[src/rtl/toggle_event_decoder.sv]
// -----------------------------------------------------------------------------
// toggle_event_decoder
//
// Receive end of a toggle-encoded event link. The far end flips q_in once per
// event. This block synchronises that level into the ck domain, detects each
// level change and turns it back into one event. Each event is delivered in
// two ways: as a registered one-cycle pulse, and as a buffered count of
// pending events drained through a valid/ready handshake.
//
// Handshake: ev_valid is high whenever pending != 0. One event is accepted on
// every posedge ck where ev_valid and ev_ready are both high. ev_ready while
// ev_valid is low has no effect.
//
// Ports
//   ck        in   clock; all state updates on posedge ck
//   rs        in   synchronous active-high reset, overrides every other input
//   q_in      in   toggle-encoded event level (asynchronous to ck)
//   ev_ready  in   consumer accepts one pending event this cycle
//   clr_ovf   in   clears the sticky overflow flag
//   ev_pulse  out  one-cycle pulse per decoded event
//   ev_valid  out  high while pending != 0
//   pending   out  number of events not yet accepted (saturates at all ones)
//   ev_count  out  total decoded events, wraps silently
//   overflow  out  sticky: an event was lost because pending was full
// -----------------------------------------------------------------------------
module toggle_event_decoder #(
    parameter int SYNC_STAGES = 2,
    parameter int CNT_W       = 8,
    parameter int PEND_W      = 4
) (
    input  logic              ck,
    input  logic              rs,
    input  logic              q_in,
    input  logic              ev_ready,
    input  logic              clr_ovf,
    output logic              ev_pulse,
    output logic              ev_valid,
    output logic [PEND_W-1:0] pending,
    output logic [CNT_W-1:0]  ev_count,
    output logic              overflow
);

    // FILL lasts SYNC_STAGES+1 cycles: long enough for the synchroniser to
    // hold the post-reset q_in level and for q_prev to adopt it as baseline.
    localparam int FILL_W = $clog2(SYNC_STAGES + 1) + 1;
    localparam logic [FILL_W-1:0] FILL_LAST = FILL_W'(SYNC_STAGES);

    typedef enum logic {
        FILL = 1'b0,
        RUN  = 1'b1
    } state_t;

    state_t                   state_q,    state_d;
    logic [FILL_W-1:0]        fill_cnt_q, fill_cnt_d;
    logic [SYNC_STAGES-1:0]   sync_q,     sync_d;
    logic                     q_prev_q,   q_prev_d;
    logic                     ev_pulse_q, ev_pulse_d;
    logic [PEND_W-1:0]        pending_q,  pending_d;
    logic [CNT_W-1:0]         ev_count_q, ev_count_d;
    logic                     overflow_q, overflow_d;

    logic sync_last;
    logic toggle;
    logic accept;
    logic pend_full;

    assign sync_last = sync_q[SYNC_STAGES-1];
    assign toggle    = (state_q == RUN) && (sync_last ^ q_prev_q);
    assign accept    = (pending_q != '0) && ev_ready;
    assign pend_full = (pending_q == '1);

    always_ff @(posedge ck) begin
        if (rs) begin
            state_q    <= FILL;
            fill_cnt_q <= '0;
            sync_q     <= '0;
            q_prev_q   <= 1'b0;
            ev_pulse_q <= 1'b0;
            pending_q  <= '0;
            ev_count_q <= '0;
            overflow_q <= 1'b0;
        end else begin
            state_q    <= state_d;
            fill_cnt_q <= fill_cnt_d;
            sync_q     <= sync_d;
            q_prev_q   <= q_prev_d;
            ev_pulse_q <= ev_pulse_d;
            pending_q  <= pending_d;
            ev_count_q <= ev_count_d;
            overflow_q <= overflow_d;
        end
    end

    always_comb begin
        state_d    = state_q;
        fill_cnt_d = fill_cnt_q;
        sync_d     = {sync_q[SYNC_STAGES-2:0], q_in};
        q_prev_d   = sync_last;
        ev_pulse_d = toggle;
        pending_d  = pending_q;
        ev_count_d = ev_count_q;
        overflow_d = overflow_q;

        case (state_q)
            FILL: begin
                if (fill_cnt_q == FILL_LAST) begin
                    state_d = RUN;
                end else begin
                    fill_cnt_d = fill_cnt_q + 1'b1;
                end
            end
            RUN: begin
                state_d = RUN;
            end
            default: begin
                state_d = FILL;
            end
        endcase

        if (toggle) begin
            ev_count_d = ev_count_q + 1'b1;
        end

        if (clr_ovf) begin
            overflow_d = 1'b0;
        end

        // Simultaneous event and accept cancel out. A lost event sets
        // overflow after the clear so it wins over clr_ovf.
        case ({toggle, accept})
            2'b10: begin
                if (pend_full) begin
                    overflow_d = 1'b1;
                end else begin
                    pending_d = pending_q + 1'b1;
                end
            end
            2'b01:   pending_d = pending_q - 1'b1;
            default: pending_d = pending_q;
        endcase
    end

    assign ev_pulse = ev_pulse_q;
    assign ev_valid = (pending_q != '0);
    assign pending  = pending_q;
    assign ev_count = ev_count_q;
    assign overflow = overflow_q;

endmodule

[config.mk]
export PLATFORM = sky130hd
export DESIGN_NAME = toggle_event_decoder
export DESIGN_NICKNAME = d
export VERILOG_FILES = /design/src/rtl/toggle_event_decoder.sv
export SDC_FILE = /design/constraint.sdc
export NUM_CORES = 1
export LEC_CHECK = 0
export CAP_MARGIN = 30
export CORE_MARGIN = 2
export CORE_UTILIZATION = 25
export CTS_CLUSTER_DIAMETER = 30
export CTS_CLUSTER_SIZE = 28
export DETAILED_ROUTE_END_ITERATION = 10
export DONT_BUFFER_PORTS = 1
export GPL_TIMING_DRIVEN = 0
export SKIP_CTS_REPAIR_TIMING = 1
export SLEW_MARGIN = 30
export SYNTH_ARGS = -nofsm -noshare
export SYNTH_HDL_FRONTEND = slang
export SYNTH_SLANG_ARGS = --single-unit
[constraint.sdc]
create_clock -name ck -period 3.51 [get_ports ck]
set_input_delay 0.702 -clock ck [delete_from_list [all_inputs] [get_ports ck]]
set_output_delay 0.702 -clock ck [all_outputs]
set_load 0.02 [all_outputs]
==> report_table.html <==
<table>
<tr><th>Metric</th><th>Value</th></tr>
<tr><th colspan="2">Outcome</th></tr>
<tr><td>Result of the run</td><td>finished clean</td></tr>
<tr><th colspan="2">Timing</th></tr>
<tr><td>Worst hold margin</td><td>0.4439 ns</td></tr>
<tr><td>Worst slew margin</td><td>0.6131</td></tr>
<tr><td>Ratio of final minimum period to clock period</td><td>0.7837</td></tr>
<tr><td>Final setup fails</td><td>0</td></tr>
<tr><td>Least setup slack across all paths after layout</td><td>0.7593 ns</td></tr>
<tr><td>Final-layout setup total negative slack</td><td>0 ns</td></tr>
<tr><td>Setup repair after global routing missed its margin</td><td>false</td></tr>
<tr><td>Largest clock skew in the final design</td><td>0.006349 ns</td></tr>
<tr><td>Highest achievable clock rate</td><td>363.5 MHz</td></tr>
<tr><td>Final min period</td><td>2.751 ns</td></tr>
<tr><td>Final Max Slew Viols</td><td>0</td></tr>
<tr><td>Final count of hold timing violations</td><td>0</td></tr>
<tr><td>Pin slew with the least headroom to its limit</td><td>0.5784 ns</td></tr>
<tr><th colspan="2">Place</th></tr>
<tr><td>Number of buffer cells added on primary ports</td><td>0</td></tr>
<tr><td>Global placement routability congestion</td><td>0.7334</td></tr>
<tr><td>Pre-CTS setup slack</td><td>0.7747 ns</td></tr>
<tr><td>Post-detailed-placement cell area</td><td>0.001054 sq mm</td></tr>
<tr><td>HPWL after detailed placement</td><td>1.433 mm</td></tr>
<tr><td>Total instance count after detailed placement</td><td>157</td></tr>
<tr><th colspan="2">Min path</th></tr>
<tr><td>Worst min-delay path category</td><td>flip-flop to flip-flop</td></tr>
<tr><th colspan="2">Floorplan</th></tr>
<tr><td>Num ports</td><td>20</td></tr>
<tr><td>Core footprint</td><td>0.003744 sq mm</td></tr>
<tr><td>Width of the die</td><td>67.04 um</td></tr>
<tr><td>Count of standard-cell rows</td><td>22</td></tr>
<tr><td>Starting utilization of the core area</td><td>0.2654</td></tr>
<tr><td>Overall die area</td><td>0.004494 sq mm</td></tr>
<tr><td>Die outline height</td><td>67.04 um</td></tr>
<tr><th colspan="2">Clock tree</th></tr>
<tr><td>Clock latency at the later pin of the worst-skew pair</td><td>0.26 ns</td></tr>
<tr><td>Root buffer cell</td><td>sky130_fd_sc_hd__clkbuf_8</td></tr>
<tr><td>H-tree depth reported by CTS</td><td>1</td></tr>
<tr><td>Clk slew on worst S/H paths</td><td>0.08 ns</td></tr>
<tr><td>Number of buffers on the longest clock path</td><td>2</td></tr>
<tr><td>CTS tree</td><td>done</td></tr>
<tr><td>CTS sink count</td><td>21</td></tr>
<tr><td>Number of buffers created by CTS</td><td>3</td></tr>
<tr><th colspan="2">GRT</th></tr>
<tr><td>Total gr overflow</td><td>0</td></tr>
<tr><td>Total routing usage reported by global routing</td><td>0.09401</td></tr>
<tr><td>Pin count of the biggest net entering global routing</td><td>14</td></tr>
<tr><td>Number of global-route vias before repair</td><td>680</td></tr>
<tr><td>Wire length of the first global-routing pass</td><td>3.146 mm</td></tr>
<tr><td>Initial antenna violation count</td><td>0</td></tr>
<tr><th colspan="2">Worst setup path</th></tr>
<tr><td>Data required time of the worst path</td><td>3.66 ns</td></tr>
<tr><td>Setup crit start</td><td>pending[1]</td></tr>
<tr><td>Crit-path max FO</td><td>8</td></tr>
<tr><td>Critical path start-end classification</td><td>flip-flop to flip-flop</td></tr>
<tr><td>Sort of element at the start of the critical path</td><td>flip-flop</td></tr>
<tr><td>Critical path endpoint</td><td>pending[3]</td></tr>
<tr><td>Worst r2r dst</td><td>pending[3]</td></tr>
<tr><td>Number of cell instances on the worst register-to-register path</td><td>8</td></tr>
<tr><td>Origin of the critical flop-to-flop path</td><td>pending[1]</td></tr>
<tr><td>Data arrival at the endpoint of the critical path</td><td>2.90 ns</td></tr>
<tr><td>Element type at the critical path end</td><td>flip-flop</td></tr>
<tr><td>Setup slack of the most critical reg-to-reg path</td><td>0.76 ns</td></tr>
<tr><th colspan="2">Synth</th></tr>
<tr><td>Sequential-to-total area share from yosys stat</td><td>0.4232</td></tr>
<tr><td>Count of distinct cell types in the synthesized netlist</td><td>34</td></tr>
<tr><td>Mean instance size in the synthesized netlist</td><td>9.114 sq um</td></tr>
<tr><td>Post-synth net total</td><td>120</td></tr>
<tr><td>Ys Warns</td><td>0</td></tr>
<tr><td>Post-synth ARST share</td><td>0</td></tr>
<tr><td>Flip-flop and latch count after synthesis</td><td>21</td></tr>
<tr><td>Dominant synthesized flop cell</td><td>sky130_fd_sc_hd__dfxtp_1</td></tr>
<tr><td>Post-synthesis cell count</td><td>109</td></tr>
<tr><td>Syn Std Cell Area</td><td>993.5 sq um</td></tr>
<tr><td>Number of enable-type register cells in the synthesized netlist</td><td>0</td></tr>
<tr><th colspan="2">Detailed routing</th></tr>
<tr><td>1st-iter DRT viols</td><td>42</td></tr>
<tr><td>Per-cell via count in the routed design</td><td>4.752</td></tr>
<tr><td>Total via count in the routed design</td><td>765</td></tr>
<tr><td>DR WL/cell</td><td>11.85 um</td></tr>
<tr><td>Final WL</td><td>1.908 mm</td></tr>
<tr><td>Post-DRT Antenna Nets</td><td>0</td></tr>
<tr><td>Residual DRC count</td><td>0</td></tr>
<tr><td>Drt pass-1 iters</td><td>4</td></tr>
<tr><th colspan="2">Pwr</th></tr>
<tr><td>Leakage</td><td>0.4213 nW</td></tr>
<tr><td>Overall power</td><td>0.6508 mW</td></tr>
<tr><td>Total power density per cell area</td><td>590.4 mW/mm^2</td></tr>
<tr><td>Max rail drop VDD</td><td>0.2997 mV</td></tr>
<tr><th colspan="2">Cells and area</th></tr>
<tr><td>Area Growth Syn to Fin</td><td>10.96%</td></tr>
<tr><td>Core utilization of the finished layout</td><td>0.2945</td></tr>
<tr><td>Area of all placed cells without fillers</td><td>0.001102 sq mm</td></tr>
<tr><td>Number of fillers in the final layout</td><td>411</td></tr>
<tr><td>Combined area of the multi-input logic cells</td><td>539.3 sq um</td></tr>
<tr><td>Fraction of layout cells with a size suffix above 1</td><td>0.08850</td></tr>
<tr><td>Number of antenna diodes</td><td>0</td></tr>
<tr><td>Most common cell after layout, fill and taps aside</td><td>sky130_fd_sc_hd__dfxtp_1</td></tr>
<tr><td>Nets</td><td>125</td></tr>
<tr><td>Filler-free cell count of the finished design</td><td>161</td></tr>
<tr><td>Sequential cell area</td><td>420.4 sq um</td></tr>
<tr><td>Commonest non-fill, non-tap cells in the layout</td><td>21 x sky130_fd_sc_hd__dfxtp_1, 14 x sky130_fd_sc_hd__nor2_1, 8 x sky130_fd_sc_hd__a21oi_1</td></tr>
<tr><th colspan="2">Flow run</th></tr>
<tr><td>Reported max-cap violation count</td><td>0</td></tr>
</table>
-- critical path, stage by stage (launching register included) --
cell                      delay (ns)
sky130_fd_sc_hd__dfxtp_1        0.45
sky130_fd_sc_hd__o41a_1         0.50
sky130_fd_sc_hd__o21ai_1        0.27
sky130_fd_sc_hd__inv_1          0.18
sky130_fd_sc_hd__ha_1           0.31
sky130_fd_sc_hd__a21o_2         0.21
sky130_fd_sc_hd__a21oi_1        0.17
sky130_fd_sc_hd__mux2i_1        0.23
sky130_fd_sc_hd__mux2_1         0.33
-- state kept, by name, summed over array words and instances, names as in the netlist --
name and cells:
sync_q 2, pending 4, ev_pulse 1, q_prev_q 1
fill_cnt_q 3, ev_count 8, state_q 1, overflow 1
-- final cells by class --
type,count,area share
Multi-Input combinational cell,79,0.4892
Inverter,6,0.02043
Clock buffer,3,0.03746
Tap cell,48,0.05448
Clock inverter,1,0.006810
Buffer,3,0.01022
Sequential cell,21,0.3814
-- worst min path at each step --
| stage | start | endpoint | slack, ns | cells after the start |
|---|---|---|---|---|
| finish | sync_q[0] | sync_q[1] | 0.44 | 1 |
| global route | sync_q[0] | sync_q[1] | 0.47 | 1 |
| CTS | sync_q[0] | sync_q[1] | 0.45 | 1 |
| detailed placement | sync_q[0] | sync_q[1] | 0.43 | 1 |
| global placement | sync_q[0] | sync_q[1] | 0.43 | 1 |
| floorplan | sync_q[0] | sync_q[1] | 0.41 | 1 |
-- synthesized netlist by cell type, types with 2 or more instances --
master,instances,area [sq um]
sky130_fd_sc_hd__dfxtp_1,21,420.4
sky130_fd_sc_hd__nor2_1,14,52.55
sky130_fd_sc_hd__a21oi_1,8,40.04
sky130_fd_sc_hd__inv_1,6,22.52
sky130_fd_sc_hd__nor2b_1,6,37.54
sky130_fd_sc_hd__ha_1,5,62.56
sky130_fd_sc_hd__nand3_1,5,25.02
sky130_fd_sc_hd__xor2_1,5,43.79
sky130_fd_sc_hd__nand4_1,4,25.02
sky130_fd_sc_hd__xnor2_1,4,35.03
sky130_fd_sc_hd__clkbuf_1,3,11.26
sky130_fd_sc_hd__nand2_1,3,11.26
sky130_fd_sc_hd__and3_1,2,12.51
sky130_fd_sc_hd__nor3_1,2,10.01
sky130_fd_sc_hd__o21ai_0,2,10.01
-- kinds of logic after synthesis --
family          count (synthesis)  share of synthesized area
simple gates                   44                     0.2393
buf+inv                         9                    0.03400
compound gates                 17                     0.1083
fa+ha+maj                       6                    0.08312
xor+xnor                        9                    0.07934
mux                             3                    0.03274
flops                          21                     0.4232
-- metal layers --
layer  track usage  vias up  part of all wire
met5             0        -                 0
met4       0.01531        0                 0
met3       0.05068        0             0.086
met2        0.1423       19              0.42
met1        0.1189      357              0.49
li1              -      389                 -
-- power by group --
group	internal, mW	total [mW]	switching [mW]	leakage, nW
Combinational	0.0743	0.179	0.105	0.229
Sequential	0.267	0.312	0.0456	0.171
Clock	0.0801	0.160	0.0796	0.0217
Total	0.421	0.651	0.230	0.421
Note: power is estimated with default switching activity, not from simulation.
